## config.mk

```make
export PLATFORM = sky130hd
export DESIGN_NAME = wb_arbiter
export DESIGN_NICKNAME = d
export VERILOG_FILES = /design/src/rtl/ecap5_dproc_pkg.sv /design/src/rtl/wb_arbiter.sv
export SDC_FILE = /design/constraint.sdc
export NUM_CORES = 1
export LEC_CHECK = 0
export ABC_AREA = 1
export CORE_AREA = 5 5 120 122
export DETAILED_ROUTE_END_ITERATION = 10
export DIE_AREA = 0 0 125 127
export SYNTH_ARGS = -nofsm -noshare
export SYNTH_HDL_FRONTEND = slang
export SYNTH_SLANG_ARGS = --single-unit
```

## constraint.sdc

```tcl
create_clock -name clk_i -period 2.7 [get_ports clk_i]
set_input_delay 0.405 -clock clk_i [delete_from_list [all_inputs] [get_ports clk_i]]
set_output_delay 0.405 -clock clk_i [all_outputs]
set_load 0.05 [all_outputs]
```

## src/rtl/ecap5_dproc_pkg.sv

```systemverilog
// ecap5_dproc_pkg: arbiter state encoding and master index constants
package ecap5_dproc_pkg;
  typedef enum logic [1:0] {IDLE, GRANT_M0, GRANT_M1} arb_state_t;
  localparam int ARB_M0 = 0;
  localparam int ARB_M1 = 1;
endpackage

```

## src/rtl/wb_arbiter.sv

```systemverilog
// wb_arbiter: two-master pipelined Wishbone arbiter (m0 = instruction fetch, m1 = load-store)
// Ports: clk_i, rst_i (async, active-low); m0_*/m1_* master-facing request/response;
//        wb_* shared-bus master port; grant_o one-hot owner (bit0 = m0, bit1 = m1).
// Build option: WB_ARBITER_RR_EN selects round-robin tie-break; undefined, m1 wins ties.
module wb_arbiter
  import ecap5_dproc_pkg::*;
#(
  parameter int MAX_OUTST = 4
) (
  input  logic        clk_i,
  input  logic        rst_i,
  input  logic        m0_cyc_i,
  input  logic        m0_stb_i,
  input  logic [31:0] m0_adr_i,
  input  logic [31:0] m0_dat_i,
  input  logic        m0_we_i,
  input  logic [3:0]  m0_sel_i,
  output logic [31:0] m0_dat_o,
  output logic        m0_ack_o,
  output logic        m0_stall_o,
  input  logic        m1_cyc_i,
  input  logic        m1_stb_i,
  input  logic [31:0] m1_adr_i,
  input  logic [31:0] m1_dat_i,
  input  logic        m1_we_i,
  input  logic [3:0]  m1_sel_i,
  output logic [31:0] m1_dat_o,
  output logic        m1_ack_o,
  output logic        m1_stall_o,
  output logic        wb_cyc_o,
  output logic        wb_stb_o,
  output logic        wb_we_o,
  output logic [31:0] wb_adr_o,
  output logic [31:0] wb_dat_o,
  output logic [3:0]  wb_sel_o,
  input  logic [31:0] wb_dat_i,
  input  logic        wb_ack_i,
  input  logic        wb_stall_i,
  output logic [1:0]  grant_o
);
  localparam int CW = $clog2(MAX_OUTST + 1);
  localparam logic [CW-1:0] CMAX = CW'(MAX_OUTST);
  arb_state_t state;
  logic [1:0] grant;
  logic [CW-1:0] cnt, cnt_nxt;
  logic g0, g1, busy, full, inc, dec, pick_m1;
  logic s_cyc, s_stb, s_we;
  logic [31:0] s_adr, s_dat;
  logic [3:0] s_sel;
  assign g0 = grant[ARB_M0];
  assign g1 = grant[ARB_M1];
  assign busy = g0 | g1;
  assign grant_o = grant;
  // Selected master's request; all zero when idle so the bus idles at 0.
  always_comb begin
    s_cyc = g1 ? m1_cyc_i : g0 & m0_cyc_i;
    s_stb = g1 ? m1_stb_i : g0 & m0_stb_i;
    s_we  = g1 ? m1_we_i  : g0 & m0_we_i;
    s_adr = g1 ? m1_adr_i : g0 ? m0_adr_i : '0;
    s_dat = g1 ? m1_dat_i : g0 ? m0_dat_i : '0;
    s_sel = g1 ? m1_sel_i : g0 ? m0_sel_i : '0;
  end
  assign full = cnt == CMAX;
  // cyc stays up after the master drops it until every accepted request is acked.
  assign wb_cyc_o = busy & (s_cyc | (cnt != '0));
  assign wb_stb_o = s_cyc & s_stb & !full;
  assign wb_we_o  = s_we;
  assign wb_adr_o = s_adr;
  assign wb_dat_o = s_dat;
  assign wb_sel_o = s_sel;
  assign inc = wb_stb_o & !wb_stall_i;
  assign dec = busy & wb_ack_i & (cnt != '0);
  assign cnt_nxt = cnt + CW'(inc) - CW'(dec);
  assign m0_stall_o = g0 ? wb_stall_i | full : 1'b1;
  assign m1_stall_o = g1 ? wb_stall_i | full : 1'b1;
  assign m0_ack_o = g0 & wb_ack_i;
  assign m1_ack_o = g1 & wb_ack_i;
  assign m0_dat_o = g0 ? wb_dat_i : '0;
  assign m1_dat_o = g1 ? wb_dat_i : '0;
`ifdef WB_ARBITER_RR_EN
  logic last_m1;
  // On a tie, the master that did not own the bus last wins.
  assign pick_m1 = m1_cyc_i & (!m0_cyc_i | !last_m1);
  always_ff @(posedge clk_i or negedge rst_i) begin
    if (!rst_i) last_m1 <= 1'b0;
    else if (state == IDLE && (m0_cyc_i | m1_cyc_i)) last_m1 <= pick_m1;
  end
`else
  assign pick_m1 = m1_cyc_i;
`endif
  always_ff @(posedge clk_i or negedge rst_i) begin
    if (!rst_i) begin
      state <= IDLE;
      grant <= 2'b00;
      cnt   <= '0;
    end else begin
      cnt <= cnt_nxt;
      case (state)
        IDLE:
          if (m0_cyc_i | m1_cyc_i) begin
            state <= pick_m1 ? GRANT_M1 : GRANT_M0;
            grant <= pick_m1 ? 2'b10 : 2'b01;
          end
        GRANT_M0, GRANT_M1:
          if (!s_cyc && cnt_nxt == '0) begin
            state <= IDLE;
            grant <= 2'b00;
          end
        default: begin
          state <= IDLE;
          grant <= 2'b00;
        end
      endcase
    end
  end
endmodule

```

---- Word-level counts from Yosys, hierarchy flattened ----
Cells that the tools add are included.
operators by class
  add/sub/neg operators ................... 2
  $mul .................................... 0
  divide/modulo/power cells ............... 0
  magnitude comparators ................... 0
  equal/unequal tests ..................... 5
  shifts and indexed selects .............. 0
  muxes and demuxes ....................... 17
  bitwise gates (word level) .............. 15
  reduce and logical (&&, ||, !) cells .... 9
operator list
  kind                                            count
  2-to-1 mux 32 bit                               6
  AND 1 bit                                       11
  2-to-1 mux 4 bit                                2
  2-to-1 mux 2 bit                                3
  2-to-1 mux 1 bit                                5
  inequality test 2 bit (second input constant)   2
  OR 1 bit                                        4
  one-hot mux 2 bit (2 select lines)              1
  adder 3 x 1 -> 3 bit                            1
  == test 3 bit (second input constant)           1
  logical NOT 1 bit                               3
  logical NOT 3 bit                               1
  nonzero test 3 bit                              1
  subtractor 3 x 1 -> 3 bit                       1
  == test 2 x 1 -> 1 bit (second input constant)  1
  == test 2 bit (second input constant)           1
  logical NOT 2 bit                               1
  AND reduction 2 bit                             1
  OR reduction 2 bit                              1
  logical AND 1 bit                               1
word-level totals
  register bits after elaboration ......... 5
  latch bits .............................. 0
  memory bits (writable) .................. 0
  ROM bits ................................ 0
  bits of input ports ..................... 178
  output and inout port bits .............. 141
  memories kept ........................... 0

---- Logic depth before layout (Yosys ltp) ----
  depth after elaboration ................. 11
  depth in mapped cells ................... 21
  depth with buffers taken out ............ 19

---- Worst setup path before layout ----
No wires, ideal clock.
  path type ............................... register to register
  start ................................... reg grant[0] (netlist: grant_o[0])
  end ..................................... reg grant[1] (netlist: grant_o[1])
  setup time .............................. 117 ps
  data arrival time ....................... 3319 ps
  slack ................................... -735 ps
  cell stages (with the launch flop) ...... 19
  buffers on the path ..................... 1
  clock period less this slack ............ 3435 ps
  cell sequence ........................... dfrtp_1 > buf_2 > nand2_1 > nand2_1 > nand2_1 > nor2_1 > nand2_1 > ha_1 > inv_1 > ha_1 > inv_1 > fa_1 > nand2_1 > a21oi_2 > nand2_1 > nand2_2 > nand2_1 > nand2_1 > nand2_1
between the ends
  longest elaborated chain between the ends .. 11
  elaborated cells between the ends (all ways) .. 23
  classes of those cells .................. 2 x add/sub; 4 x eq/ne; 3 x mux; 8 x bitwise; 6 x reduce/logical
ends and longest elaborated chain
  what                                        RTL line                            source
  start, declared                             wb_arbiter.sv:44                    logic [1:0] grant;
  start signal, assigned                      wb_arbiter.sv:102                   grant <= pick_m1 ? 2'b10 : 2'b01;
  AND 1 bit (on tied branches)                wb_arbiter.sv:56, wb_arbiter.sv:57
  2-to-1 mux 1 bit (on tied branches)         wb_arbiter.sv:56, wb_arbiter.sv:57
  AND 1 bit (*) (2 in series)                 wb_arbiter.sv:66                    assign wb_stb_o = s_cyc & s_stb & !full;
  net wb_stb_o                                wb_arbiter.sv:31                    output logic wb_stb_o,
  AND 1 bit (*)                               wb_arbiter.sv:71                    assign inc = wb_stb_o & !wb_stall_i;
  adder 3 x 1 -> 3 bit (*)                    wb_arbiter.sv:73                    assign cnt_nxt = cnt + CW'(inc) - CW'(dec);
  subtractor 3 x 1 -> 3 bit (*)               wb_arbiter.sv:73
  logical NOT 3 bit (*)                       wb_arbiter.sv:105                   if (!s_cyc && cnt_nxt == '0) begin
  logical AND 1 bit (*)                       wb_arbiter.sv:105
  inequality test 2 bit (no source line) (*)  --
  AND reduction 2 bit (no source line) (*)    --
Mark *: on every way through the listed nets, which the timed path passes. The rest lies on a longest branch.
A chain may end at the register's enable or synchronous reset.

---- Worst setup path in the final report ----
  start ................................... reg grant[1] (netlist: grant_o[1])
  end ..................................... reg grant[1] (netlist: grant_o[1])
between the ends
  longest elaborated chain between the ends .. 10
  elaborated cells between the ends (all ways) .. 21
  classes of those cells .................. 2 x add/sub; 4 x eq/ne; 3 x mux; 6 x bitwise; 6 x reduce/logical
ends and longest elaborated chain
  what                                    RTL line
  2-to-1 mux 1 bit (on tied branches)     wb_arbiter.sv:56, wb_arbiter.sv:57
  AND 1 bit (2 in series)                 wb_arbiter.sv:66
  AND 1 bit                               wb_arbiter.sv:71
  adder 3 x 1 -> 3 bit                    wb_arbiter.sv:73
  subtractor 3 x 1 -> 3 bit               wb_arbiter.sv:73
  logical NOT 3 bit                       wb_arbiter.sv:105
  logical AND 1 bit                       wb_arbiter.sv:105
  inequality test 2 bit (no source line)  --
  AND reduction 2 bit (no source line)    --
Parallel ways exist; a longest one is shown, timed or not.

==> run summary <==
layout cells sized above 1 = 24.2%
GP Congestion = 0.892
DR top layer = met4
CP Data Required Time = 2.81 ns
Mapped Nets = 611
worst relative slew slack = 40.5%
sequential cell area fraction in the yosys report = 6.51%
CP Launch Type = register
RSZ-0062 raised after global routing = true
Cell Pwr Density = 1220 mW/mm2
1st-iter DRT viols = 116
Clock Skew = 0.00121 ns
Critical Path AT = 2.72 ns
Yosys reg bits = 5
maxcap violations = 0
top fanout value on the critical path = 3
Slew @ Worst Pin = 0.892 ns
worst hold margin = 0.408 ns
met3 wire len = 1420 um
clock sinks = 5
DR WL met2 = 6280 um
die span in y = 127 um
CTS tree = done
FF-to-FF path depth = 18
initial core utilization = 14.7%
Syn Inst Count = 429
Max Clk Rate = 383 MHz
initial antenna violation count = 0
vias in the first global route = 3442
cts bufs inserted = 3
final core occ = 46.1%
peak supply drop = 528 uV
I/O Buffers = 318
status = finished clean
worst r2r dst = grant_o[1]
kind of end point of the critical path = register
CTS clk-pin slew, worst paths = 0.03 ns
Synth Area per Inst = 4.48 um2
post-route ant nets = 0
Total Routed Length = 12400 um
Fin Setup TNS = 0 ns
Reg2Reg Setup Slack = 0.09 ns
# hold bufs at CTS = 0
final net count = 922
DRT met1 WL = 4500 um
DR WL/cell = 13.6 um
Tot GR Track Use = 13.8%
via count = 3600
DRC = 0
die area = 0.0159 mm2
Fillers = 1289
Tmin final = 2.61 ns
final setup vio count = 0
via-per-instance ratio = 3.93
Tcrit/Tclk final = 96.7%
TritonRoute pass-1 iters = 4
grt ovf = 0
DIE WIDTH = 125 um
CP Class = reg -> reg
Synth cell types = 17
Area Growth Syn to Fin = 214%
RR Startpoint = grant_o[1]
Post-Syn Area = 0.00192 mm2
largest net degree at the start of global routing = 86
htree depth = 1
num ports = 319
Bufs on Longest Clock Path = 2
# diodes = 0
Core Rows = 42
root buffer cell = clkbuf_16
first-pass GRT wire length = 18000 um
Skew-Pair Late Insertion Delay = 0.23 ns
Yosys Warn Count = 0
Lkg Pwr = 0.00335 uW
total core area = 0.0131 mm2
Detailed Place HPWL = 10200 um
Hold Violations, Final = 0
HP Class = in -> async
pins over their slew limit = 0
==> placed cells by master, fill, tap and decap left out, drive strengths merged <==
cell type	n
nand2	227
clkdlybuf4s50	176
buf	157
inv	78
nand3	75
dfrtp	5
dlymetal6s2s	4
nor2	4
clkbuf	4
ha	3
a21oi	2
nor3	1
clkinv	1
or2	1
fa	1
==> through the flow <==
step	cells	power (uW)	instance area [um2]	setup WS (ns)
6_report	915	7330	6030	0.0896
5_1_grt	915	7690	6030	-0.0516
4_1_cts	908	7210	5890	0.000507
3_5_place_dp	904	6950	5810	-0.210
3_3_place_gp	904	6940	5810	-0.149
2_1_floorplan	429	3960	1950	-0.115
==> final cells by class <==
class	count	area, um2	share of cell area (%)
clock buffer	4	78.8	1.31
inverter	79	302	5.00
multi-input combinational	314	1400	23.2
sequential	5	133	2.20
tap	176	220	3.65
timing repair buffer	337	3890	64.6
==> metal layers <==
metal  track usage (%)  up-vias
met4              3.19        0
met5                 0        -
li1                  -     1881
met3              5.68       12
met2              25.8      200
met1              14.4     1507
==> state kept, by name (all words and copies together), names as in the netlist <==
signal and count:
cnt 3, grant_o 2
==> critical path: stages, from the launching register on <==
cell      delay [ns]
dfrtp_4         0.45
clkinv_4        0.08
buf_6           0.12
nand2_4         0.07
nand2_4         0.06
nor2_4          0.10
nand2_1         0.06
ha_1            0.29
inv_2           0.07
ha_4            0.12
inv_2           0.03
fa_1            0.52
nand2_1         0.07
a21oi_2         0.10
nand2_1         0.07
nand2_2         0.10
nand2_2         0.06
nand2_1         0.05
nand2_1         0.06
==> how the worst max path moves through the flow <==
stage | to | cells after the start | slack [ns] | start
detailed placement | grant_o[0] | 18 | -0.21 | m0_cyc_i
floorplan | grant_o[1] | 19 | -0.11 | grant_o[1]
finish | grant_o[1] | 18 | 0.09 | grant_o[1]
global route | grant_o[1] | 18 | -0.05 | grant_o[1]
CTS | grant_o[0] | 17 | 0.0005 | grant_o[1]
global placement | grant_o[0] | 18 | -0.15 | m0_cyc_i
==> where the power goes <==
group,total [uW],switching [uW],internal (uW)
registers,174,48.9,125
logic,6910,4180,2720
clock network,246,49.8,196
==> Yosys cell counts <==
cell	n	area, um2
fa_1	1	20.0
nor2_1	4	15.0
ha_1	3	37.5
buf_6	1	11.3
inv_6	1	8.76
a21oi_1	1	5.00
a21oi_2	1	8.76
buf_4	9	67.6
nor3_1	1	5.00
clkbuf_1	13	48.8
buf_2	8	40.0
inv_1	78	293
nand2_1	226	848
nand2_2	1	6.26
nand3_1	75	375
dfrtp_1	5	125
or2_2	1	6.26
==> what timing repair did <==
item | CTS | global route
gates resized for setup | 0 | 22
buffers inserted | 0 | 7
setup endpoints to repair | 0 | 2
==> cells by family after synthesis <==
| group | count (synthesis) | share of synthesized area (%) |
|---|---|---|
| AO/OA/AOI/OAI | 2 | 0.716 |
| adder cells (fa/ha/maj) | 4 | 3.00 |
| buffers and inverters | 110 | 24.4 |
| flip-flops | 5 | 6.51 |
| AND/OR/NAND/NOR | 308 | 65.4 |
No activity file was read; power rests on OpenSTA's default activity.
